==> src/rtl/spi_eeprom_sequencer.sv <==
// Wishbone master that sequences a 25LC020A EEPROM through the SPI
// controller's data/control registers: WREN, page write + WIP poll, read.
module spi_eeprom_sequencer #(
  parameter logic [31:0] DATA_ADDR  = 32'h0000_0010,
  parameter logic [31:0] CTRL_ADDR  = 32'h0000_0020,
  parameter logic [31:0] CTRL_SEL   = 32'hFFFF_FEFF,
  parameter logic [31:0] CTRL_CLR   = 32'hFFFF_FFFF,
  parameter logic [31:0] CTRL_DESEL = 32'hFFFF_F7FF,
  parameter int          SS_GAP     = 8,
  parameter int          IRQ_MAX    = 4096,
  parameter int          WIP_MAX    = 65535
) (
  input  logic        clk,
  input  logic        rst,
  input  logic        cmd_valid,
  output logic        cmd_ready,
  input  logic        cmd_write,
  input  logic [7:0]  cmd_addr,
  input  logic [3:0]  cmd_len,
  input  logic [7:0]  tx_data,
  input  logic        tx_valid,
  output logic        tx_ready,
  output logic [7:0]  rx_data,
  output logic        rx_valid,
  output logic        busy,
  output logic        done,
  output logic        err,
  output logic [31:0] wb_addr,
  output logic [31:0] wb_dout,
  input  logic [31:0] wb_din,
  output logic        wb_we,
  output logic        wb_stb,
  output logic        wb_cyc,
  input  logic        wb_ack
);

  localparam int GW = $clog2(SS_GAP + 1);
  localparam int PW = $clog2(IRQ_MAX + 1);
  localparam int WW = $clog2(WIP_MAX + 1);

  typedef enum logic [3:0] {
    S_IDLE, S_SEL, S_TXWAIT, S_WRDATA, S_POLL, S_RDDATA,
    S_CLR, S_DESEL, S_GAP, S_DONE, S_ABORT
  } state_t;

  typedef enum logic [1:0] {
    F_WREN, F_PROG, F_RDSR, F_READ
  } frame_t;

  state_t          r_state;
  state_t          w_state_n;
  frame_t          r_frame;
  logic            r_act;
  logic [4:0]      r_idx;
  logic [7:0]      r_byte;
  logic [7:0]      r_addr;
  logic [3:0]      r_len;
  logic [PW-1:0]   r_pcnt;
  logic [GW-1:0]   r_gcnt;
  logic [WW-1:0]   r_wcnt;
  logic            r_wip;
  logic            r_err;
  logic [7:0]      r_rx;
  logic            r_rxv;

  logic            w_ack;
  logic            w_acc;
  logic            w_last;
  logic            w_gap_end;
  logic [4:0]      w_nidx;
  logic [4:0]      w_last_idx;
  logic [7:0]      w_nbyte;
  logic            w_unused;

  assign w_ack     = r_act & wb_ack;
  assign w_last    = (r_idx == w_last_idx);
  assign w_gap_end = (r_gcnt == GW'(SS_GAP - 1));
  assign w_nidx    = (r_state == S_SEL) ? 5'd0 : r_idx + 5'd1;
  assign w_unused  = &{1'b0, wb_din[31:10], wb_din[8]};

  assign wb_stb   = r_act;
  assign wb_cyc   = r_act;
  assign rx_data  = r_rx;
  assign rx_valid = r_rxv;

  always_comb begin
    w_last_idx = 5'd0;
    unique case (r_frame)
      F_WREN:  w_last_idx = 5'd0;
      F_RDSR:  w_last_idx = 5'd1;
      default: w_last_idx = {1'b0, r_len} + 5'd2;
    endcase
  end

  always_comb begin
    w_nbyte = 8'h00;
    unique case (r_frame)
      F_WREN: w_nbyte = 8'h06;
      F_PROG: w_nbyte = (w_nidx == 5'd0) ? 8'h02 : r_addr;
      F_RDSR: w_nbyte = (w_nidx == 5'd0) ? 8'h05 : 8'h00;
      F_READ: w_nbyte = (w_nidx == 5'd0) ? 8'h03 :
                        (w_nidx == 5'd1) ? r_addr : 8'h00;
      default: w_nbyte = 8'h00;
    endcase
  end

  always_comb begin
    w_state_n = r_state;
    cmd_ready = 1'b0;
    tx_ready  = 1'b0;
    busy      = 1'b1;
    done      = 1'b0;
    err       = 1'b0;
    wb_addr   = 32'h0;
    wb_dout   = 32'h0;
    wb_we     = 1'b0;
    w_acc     = 1'b0;
    unique case (r_state)
      S_IDLE: begin
        busy      = 1'b0;
        cmd_ready = 1'b1;
        if (cmd_valid) w_state_n = S_SEL;
      end
      S_SEL: begin
        w_acc   = 1'b1;
        wb_addr = CTRL_ADDR;
        wb_dout = CTRL_SEL;
        wb_we   = 1'b1;
        if (w_ack) w_state_n = S_WRDATA;
      end
      S_TXWAIT: begin
        if (tx_valid) begin
          tx_ready  = 1'b1;
          w_state_n = S_WRDATA;
        end
      end
      S_WRDATA: begin
        w_acc   = 1'b1;
        wb_addr = DATA_ADDR;
        wb_dout = {24'h0, r_byte};
        wb_we   = 1'b1;
        if (w_ack) w_state_n = S_POLL;
      end
      S_POLL: begin
        w_acc   = 1'b1;
        wb_addr = CTRL_ADDR;
        if (w_ack) begin
          if (wb_din[9])
            w_state_n = S_RDDATA;
          else if (r_pcnt == PW'(IRQ_MAX))
            w_state_n = S_ABORT;
        end
      end
      S_RDDATA: begin
        w_acc   = 1'b1;
        wb_addr = DATA_ADDR;
        if (w_ack) w_state_n = w_last ? S_DESEL : S_CLR;
      end
      S_CLR: begin
        w_acc   = 1'b1;
        wb_addr = CTRL_ADDR;
        wb_dout = CTRL_CLR;
        wb_we   = 1'b1;
        if (w_ack)
          w_state_n = (r_frame == F_PROG && w_nidx >= 5'd2) ?
                      S_TXWAIT : S_WRDATA;
      end
      S_DESEL: begin
        w_acc   = 1'b1;
        wb_addr = CTRL_ADDR;
        wb_dout = CTRL_DESEL;
        wb_we   = 1'b1;
        if (w_ack) w_state_n = S_GAP;
      end
      S_GAP: begin
        if (w_gap_end) begin
          unique case (r_frame)
            F_WREN, F_PROG: w_state_n = S_SEL;
            F_RDSR: begin
              if (!r_wip)
                w_state_n = S_DONE;
              else if (r_wcnt == WW'(WIP_MAX))
                w_state_n = S_ABORT;
              else
                w_state_n = S_SEL;
            end
            default: w_state_n = S_DONE;
          endcase
        end
      end
      S_ABORT: begin
        w_acc   = 1'b1;
        wb_addr = CTRL_ADDR;
        wb_dout = CTRL_DESEL;
        wb_we   = 1'b1;
        if (w_ack) w_state_n = S_DONE;
      end
      S_DONE: begin
        busy      = 1'b0;
        done      = 1'b1;
        err       = r_err;
        w_state_n = S_IDLE;
      end
      default: w_state_n = S_IDLE;
    endcase
  end

  always_ff @(posedge clk or negedge rst) begin
    if (!rst) begin
      r_state <= S_IDLE;
      r_frame <= F_WREN;
      r_act   <= 1'b0;
      r_idx   <= 5'd0;
      r_byte  <= 8'h00;
      r_addr  <= 8'h00;
      r_len   <= 4'h0;
      r_pcnt  <= '0;
      r_gcnt  <= '0;
      r_wcnt  <= '0;
      r_wip   <= 1'b0;
      r_err   <= 1'b0;
      r_rx    <= 8'h00;
      r_rxv   <= 1'b0;
    end else begin
      r_state <= w_state_n;
      r_rxv   <= 1'b0;
      // stb rises one cycle after entering an access state: bus idle gap
      if (w_ack)
        r_act <= 1'b0;
      else if (w_acc || (r_state == S_TXWAIT && tx_valid))
        r_act <= 1'b1;
      unique case (r_state)
        S_IDLE: begin
          if (cmd_valid) begin
            r_addr  <= cmd_addr;
            r_len   <= cmd_len;
            r_frame <= cmd_write ? F_WREN : F_READ;
            r_err   <= 1'b0;
          end
        end
        S_SEL, S_CLR: begin
          if (w_ack) begin
            r_idx  <= w_nidx;
            r_byte <= w_nbyte;
          end
        end
        S_TXWAIT: begin
          if (tx_valid) r_byte <= tx_data;
        end
        S_WRDATA: begin
          if (w_ack) r_pcnt <= '0;
        end
        S_POLL: begin
          if (w_ack && !wb_din[9]) r_pcnt <= r_pcnt + PW'(1);
        end
        S_RDDATA: begin
          if (w_ack) begin
            if (r_frame == F_READ && r_idx >= 5'd2) begin
              r_rx  <= wb_din[7:0];
              r_rxv <= 1'b1;
            end
            if (r_frame == F_RDSR && r_idx == 5'd1)
              r_wip <= wb_din[0];
          end
        end
        S_DESEL: begin
          if (w_ack) r_gcnt <= '0;
        end
        S_GAP: begin
          r_gcnt <= r_gcnt + GW'(1);
          if (w_gap_end) begin
            unique case (r_frame)
              F_WREN: r_frame <= F_PROG;
              F_PROG: begin
                r_frame <= F_RDSR;
                r_wcnt  <= '0;
              end
              F_RDSR:  r_wcnt <= r_wcnt + WW'(1);
              default: ;
            endcase
          end
        end
        S_ABORT: begin
          if (w_ack) r_err <= 1'b1;
        end
        default: ;
      endcase
    end
  end

endmodule

==> config.mk <==
export PLATFORM = sky130hd
export DESIGN_NAME = spi_eeprom_sequencer
export DESIGN_NICKNAME = d
export VERILOG_FILES = /design/src/rtl/spi_eeprom_sequencer.sv
export SDC_FILE = /design/constraint.sdc
export NUM_CORES = 1
export LEC_CHECK = 0
export CORE_UTILIZATION = 66
export CTS_BUF_LIST = sky130_fd_sc_hd__clkbuf_8
export CTS_CLUSTER_DIAMETER = 40
export DETAILED_ROUTE_END_ITERATION = 6
export DONT_BUFFER_PORTS = 1
export MAX_ROUTING_LAYER = met4
export PLACE_DENSITY = 0.82
export SKIP_LAST_GASP = 1
export SLEW_MARGIN = 10
export SYNTH_ARGS = -nofsm -noshare
export SYNTH_HDL_FRONTEND = slang
export SYNTH_SLANG_ARGS = --single-unit
==> constraint.sdc <==
create_clock -name clk -period 3.4 [get_ports clk]
set_input_delay 0.51 -clock clk [delete_from_list [all_inputs] [get_ports clk]]
set_output_delay 0.51 -clock clk [all_outputs]
set_load 0.005 [all_outputs]
# Word level (Yosys, flattened, before mapping)
# Cells that the tools add are included.
[word_totals] ff_bits=76 word_cells=148
[classes] addsub=5 magnitude_cmp=2 n_eq_ne=33 n_mux=57 bitwise_logic=1 n_reduce_logical=36
[ops] op="$pmux W32 S4" n=1
[ops] op="$mux W4" n=15
[ops] op="$mux W8" n=5
[ops] op="$pmux W4 S10" n=1
[ops] op="$pmux W16 S2" n=1
[ops] op="$pmux W8 S4" n=1
[ops] op="$mux W13" n=2
[ops] op="$pmux W13 S2" n=1
[ops] op="$ne A2 B2 Y1 const B" n=12
[ops] op="$eq A4 B3 Y1 const B" n=5
[ops] op="$reduce_and A3 Y1" n=6
[ops] op="$mux W1" n=17
[ops] op="$add A16 B1 Y16 const B" n=1
[ops] op="$eq A16 B16 Y1 const B" n=1
[ops] op="$pmux W4 S2" n=2
[ops] op="$pmux W8 S2" n=1
[ops] op="$reduce_bool A2 Y1" n=7
[ops] op="$add A13 B1 Y13 const B" n=1
[ops] op="$eq A13 B13 Y1 const B" n=1
[ops] op="$eq A4 B4 Y1 const B" n=3
[ops] op="$pmux W6 S2" n=1
[ops] op="$reduce_and A11 Y1" n=1
[ops] op="$eq A5 B1 Y1 const B" n=2
[ops] op="$ge A5 B2 Y1 const B" n=2
[ops] op="28 further kinds" n=44

# Depth between registers and ports, before layout
[logic_depth] word_depth=8 ltp_mapped=8 ltp_nobuf=8

# Worst setup path before layout
# Ideal clock, no wire load.
[synth_path] kind="register to output" from="reg r_state[2]" to="out wb_dout[10]" arrival_ns=2.276 slack_ns=0.614 path_stages_with_launch=7 n_path_buf=4 path_cell_list="dfrtp_1 -> buf_2 -> buf_4 -> nor3_1 -> or2_2 -> clkbuf_1 -> buf_4"
[synth_via] elab_chain_cells=3
[synth_rtl] element="start: declaration" line_no="50" rtl="state_t r_state;"
[synth_rtl] element="start signal: assignment" line_no="225" rtl="r_state <= w_state_n;"
[synth_rtl] element="$eq A4 B4 Y1 / $eq A4 B3 Y1 (equally long branches)" line_no="118" rtl="unique case (r_state)"
[synth_rtl] element="$reduce_or A2 Y1 (no line)"
[synth_rtl] element="$pmux W32 S4 *" line_no="118"
[synth_rtl] element="end: declaration" line_no="29" rtl="output logic [31:0] wb_dout,"
# Every way passes the cells marked *; elsewhere a longest branch is shown, timed or not.

# Worst setup path in the final report
[layout_path] from="reg r_state[3]" to="out wb_dout[30]"
# The elaborated chain is that of the path after synthesis.

==> summary.md <==
| Metric | Value |
|---|---|
| Die extent in y | 87.2 um |
| Post-CTS sizing | 0 |
| Arrival time worst endpoint | 2560 ps |
| Leakage | 2.18 nW |
| Critical Path Source Type | flip-flop |
| Unrepaired setup endpoints after global routing | false |
| Core area | 6910 um2 |
| Final estimated routing congestion in global placement | 0.901 |
| Post-synth EDFFs | 0 |
| Largest net degree at the start of global routing | 77 |
| 1st-pass router iterations | 5 |
| Die X | 87.2 um |
| Vias in the first global route | 3,371 |
| Top_reg_cell synth | dfrtp_1 |
| Layout cells sized above 1 | 11.8% |
| Nets | 558 |
| Top post-synthesis cells by count | dfrtp_1, buf_4, nand2_1 |
| Final wirelength | 9590 um |
| CTS Sinks | 76 |
| Synthesized area | 4790 um2 |
| Remaining Overflow, GRT | 0 |
| Die ar. | 7610 um2 |
| #FFs+latches synth | 76 |
| ANT cells | 0 |
| Crit Path Max Fanout | 21 |
| DRT iter0 DRCs | 222 |
| CTS Buffer Depth | 2 |
| Boundary pin count | 139 |
| Postcts setup bufs | 0 |
| CTS tree | built |
| CTS Buf Count | 9 |
| Final worst-path cycle share | 90.3% |
| Initial core utilization | 69.4% |
| Async S/R FF share, synth | 100% |
| Cell count after synthesis | 513 |
| Max Fclk | 0.326 GHz |
| WP data required | 2890 ps |
| Final hold violations | 0 |
| VDD IR max | 0.436 mV |
| Most common cell in the netlist | dfrtp_1 |
| Register area share after synthesis | 39.7% |
| Final ANT Viol Nets | 0 |
| CTS root buf | clkbuf_8 |
| Clk_lat worst skew | 350 ps |
| Final HPWL DP | 6780 um |
| Tmin final | 3070 ps |
| Main area contributors after synthesis | dfrtp_1, buf_4, mux2_2 |
| Row count | 30 |
| Setup tns final | 0 ps |
| Status | complete, no violations |
| Via Count | 3,594 |
| R2R depth | 6 |
| Area growth syn-to-layout | -0.0260% |
| Syn Area/Cell | 9.34 um2 |
| P per Cell Area | 766 nW/um2 |
| Final setup viols | 0 |
| Yosys cell types | 62 |
| Initial antenna violation count | 0 |
| Relative slew slack | 36.4% |
| Clk slew on worst S/H paths | 80 ps |
| Pins Over Slew Limit | 0 |
| Total track usage | 27.2% |
| Critical path origin | r_state[3] |
| Vias per cell | 6.12 |
| Clock Skew | 7.45 ps |
| Yosys top cell by area | dfrtp_1 |
| Worst setup EP type | primary output |
| IO Port Bufs | 0 |
| Residual DRC count | 0 |
| Slew @ Worst Pin | 945 ps |
| Hold Path Class | input port to asynchronous set/reset pin |
| Hold Slack | 49.5 ps |
| Max-Cap Viols | 0 |
| Htree depth | 3 |
| Worst R2R Start | r_state[3] |
| Global-route wire length before repair | 15,500 um |
| Top cell type's share of synthesized area | 39.7% |
| Yosys warning total | 0 |
| Wirelength per Cell | 16.3 um |
| Kind of critical path | flip-flop to primary output |
[final timing paths]
| check | slack, ps | end |
|---|---|---|
| max | 330 | wb_dout[30] |
| min | 50 | r_pcnt[5] |
| max reg2reg | 590 | r_wcnt[15] |
| min reg2reg | 510 | r_err |
| max in group asynchronous | 3060 | r_wcnt[4] |
| min in group clk | 310 | r_len[1] |
[placed cells by master, fill, tap and decap left out, types with 4 or more instances in the layout]
cell type and n:
dfrtp_1 76, nand2_1 48, nor2_1 46, o21ai_0 31, conb_1 30, mux2_2 26, nand3_1 21, a21o_1 17
inv_1 13, ha_1 13, a21oi_1 11, xnor2_1 10, nor3_1 10, o31ai_1 10, clkbuf_8 9, nand4_1 7
xor2_1 7, nand2b_1 6, and2_1 6, or3_1 5, a221o_1 5, a22o_1 5, and3_1 5, buf_4 5
nor3b_1 4, o21a_1 4
[final cells by class]
| type | instances | area, um2 |
|---|---|---|
| inverters | 11 | 41.3 |
| clock inverters | 6 | 58.8 |
| well taps | 96 | 120 |
| repair buffers | 6 | 65.1 |
| fillers | 545 | 2110 |
| flip-flops and latches | 76 | 1900 |
| clock buffers | 9 | 124 |
| multi-input cells | 383 | 2480 |
[state kept, by name, indices dropped and copies added, names as in the netlist]
register / cells
rx_data: 8
r_wcnt: 16
r_byte: 8
r_idx: 5
wb_cyc: 1
rx_valid: 1
r_addr: 8
r_err: 1
r_frame: 2
r_state: 4
r_wip: 1
r_pcnt: 13
r_len: 4
r_gcnt: 4
[report_power, final]
part	total, W	internal, W	switching, W
logic	0.00154	0.000658	0.000887
clock network	0.000654	0.000330	0.000324
registers	0.00147	0.00115	0.000323
total	0.00367	0.00214	0.00153
[metal layers]
metal | GRT usage (%) | share of wire [%] | up-vias
li1 | - | - | 1684
met5 | - | 0 | -
met2 | 43.4 | 48 | 155
met1 | 34.6 | 43 | 1736
met3 | 4.93 | 6.6 | 19
met4 | 10.9 | 2.2 | 0
[per-stage QoR]
stage	utilization, %	setup WS [ps]	total power (W)	instance area [um2]	cells
2_1_floorplan	-	614	0.00297	4900	542
3_5_place_dp	66.3	617	0.00298	4580	571
4_1_cts	69.4	390	0.00367	4790	587
5_1_grt	69.4	104	0.00395	4790	587
3_3_place_gp	66.3	706	0.00292	4580	571
6_report	69.4	331	0.00367	4790	587
[logic make-up (layout without fill, tap and decap cells)]
logic type | Yosys count | count (layout) | synth area share [%]
AND/OR/NAND/NOR | 187 | 187 | 21.0
AO/OA/AOI/OAI | 107 | 107 | 15.2
buffers and inverters | 83 | 32 | 10.8
flip-flops | 76 | 76 | 39.7
multiplexers | 29 | 29 | 6.73
XOR/XNOR | 17 | 17 | 3.11
adder cells (fa/ha/maj) | 13 | 13 | 3.39
other | 1 | 30 | 0.0782
[timing repair]
item	in CTS	in global routing
hold endpoints to repair	76	0
endpoints found under the setup margin	0	0
hold buffers	1	0
[worst max-delay path: stages, from the launching register on]
cell and delay, ps:
dfrtp_1 780, nand2b_1 240, nor2_1 250, o21ai_0 170
inv_1 140, or2_2 270, buf_4 360
Power figures use the tool's default switching activity.
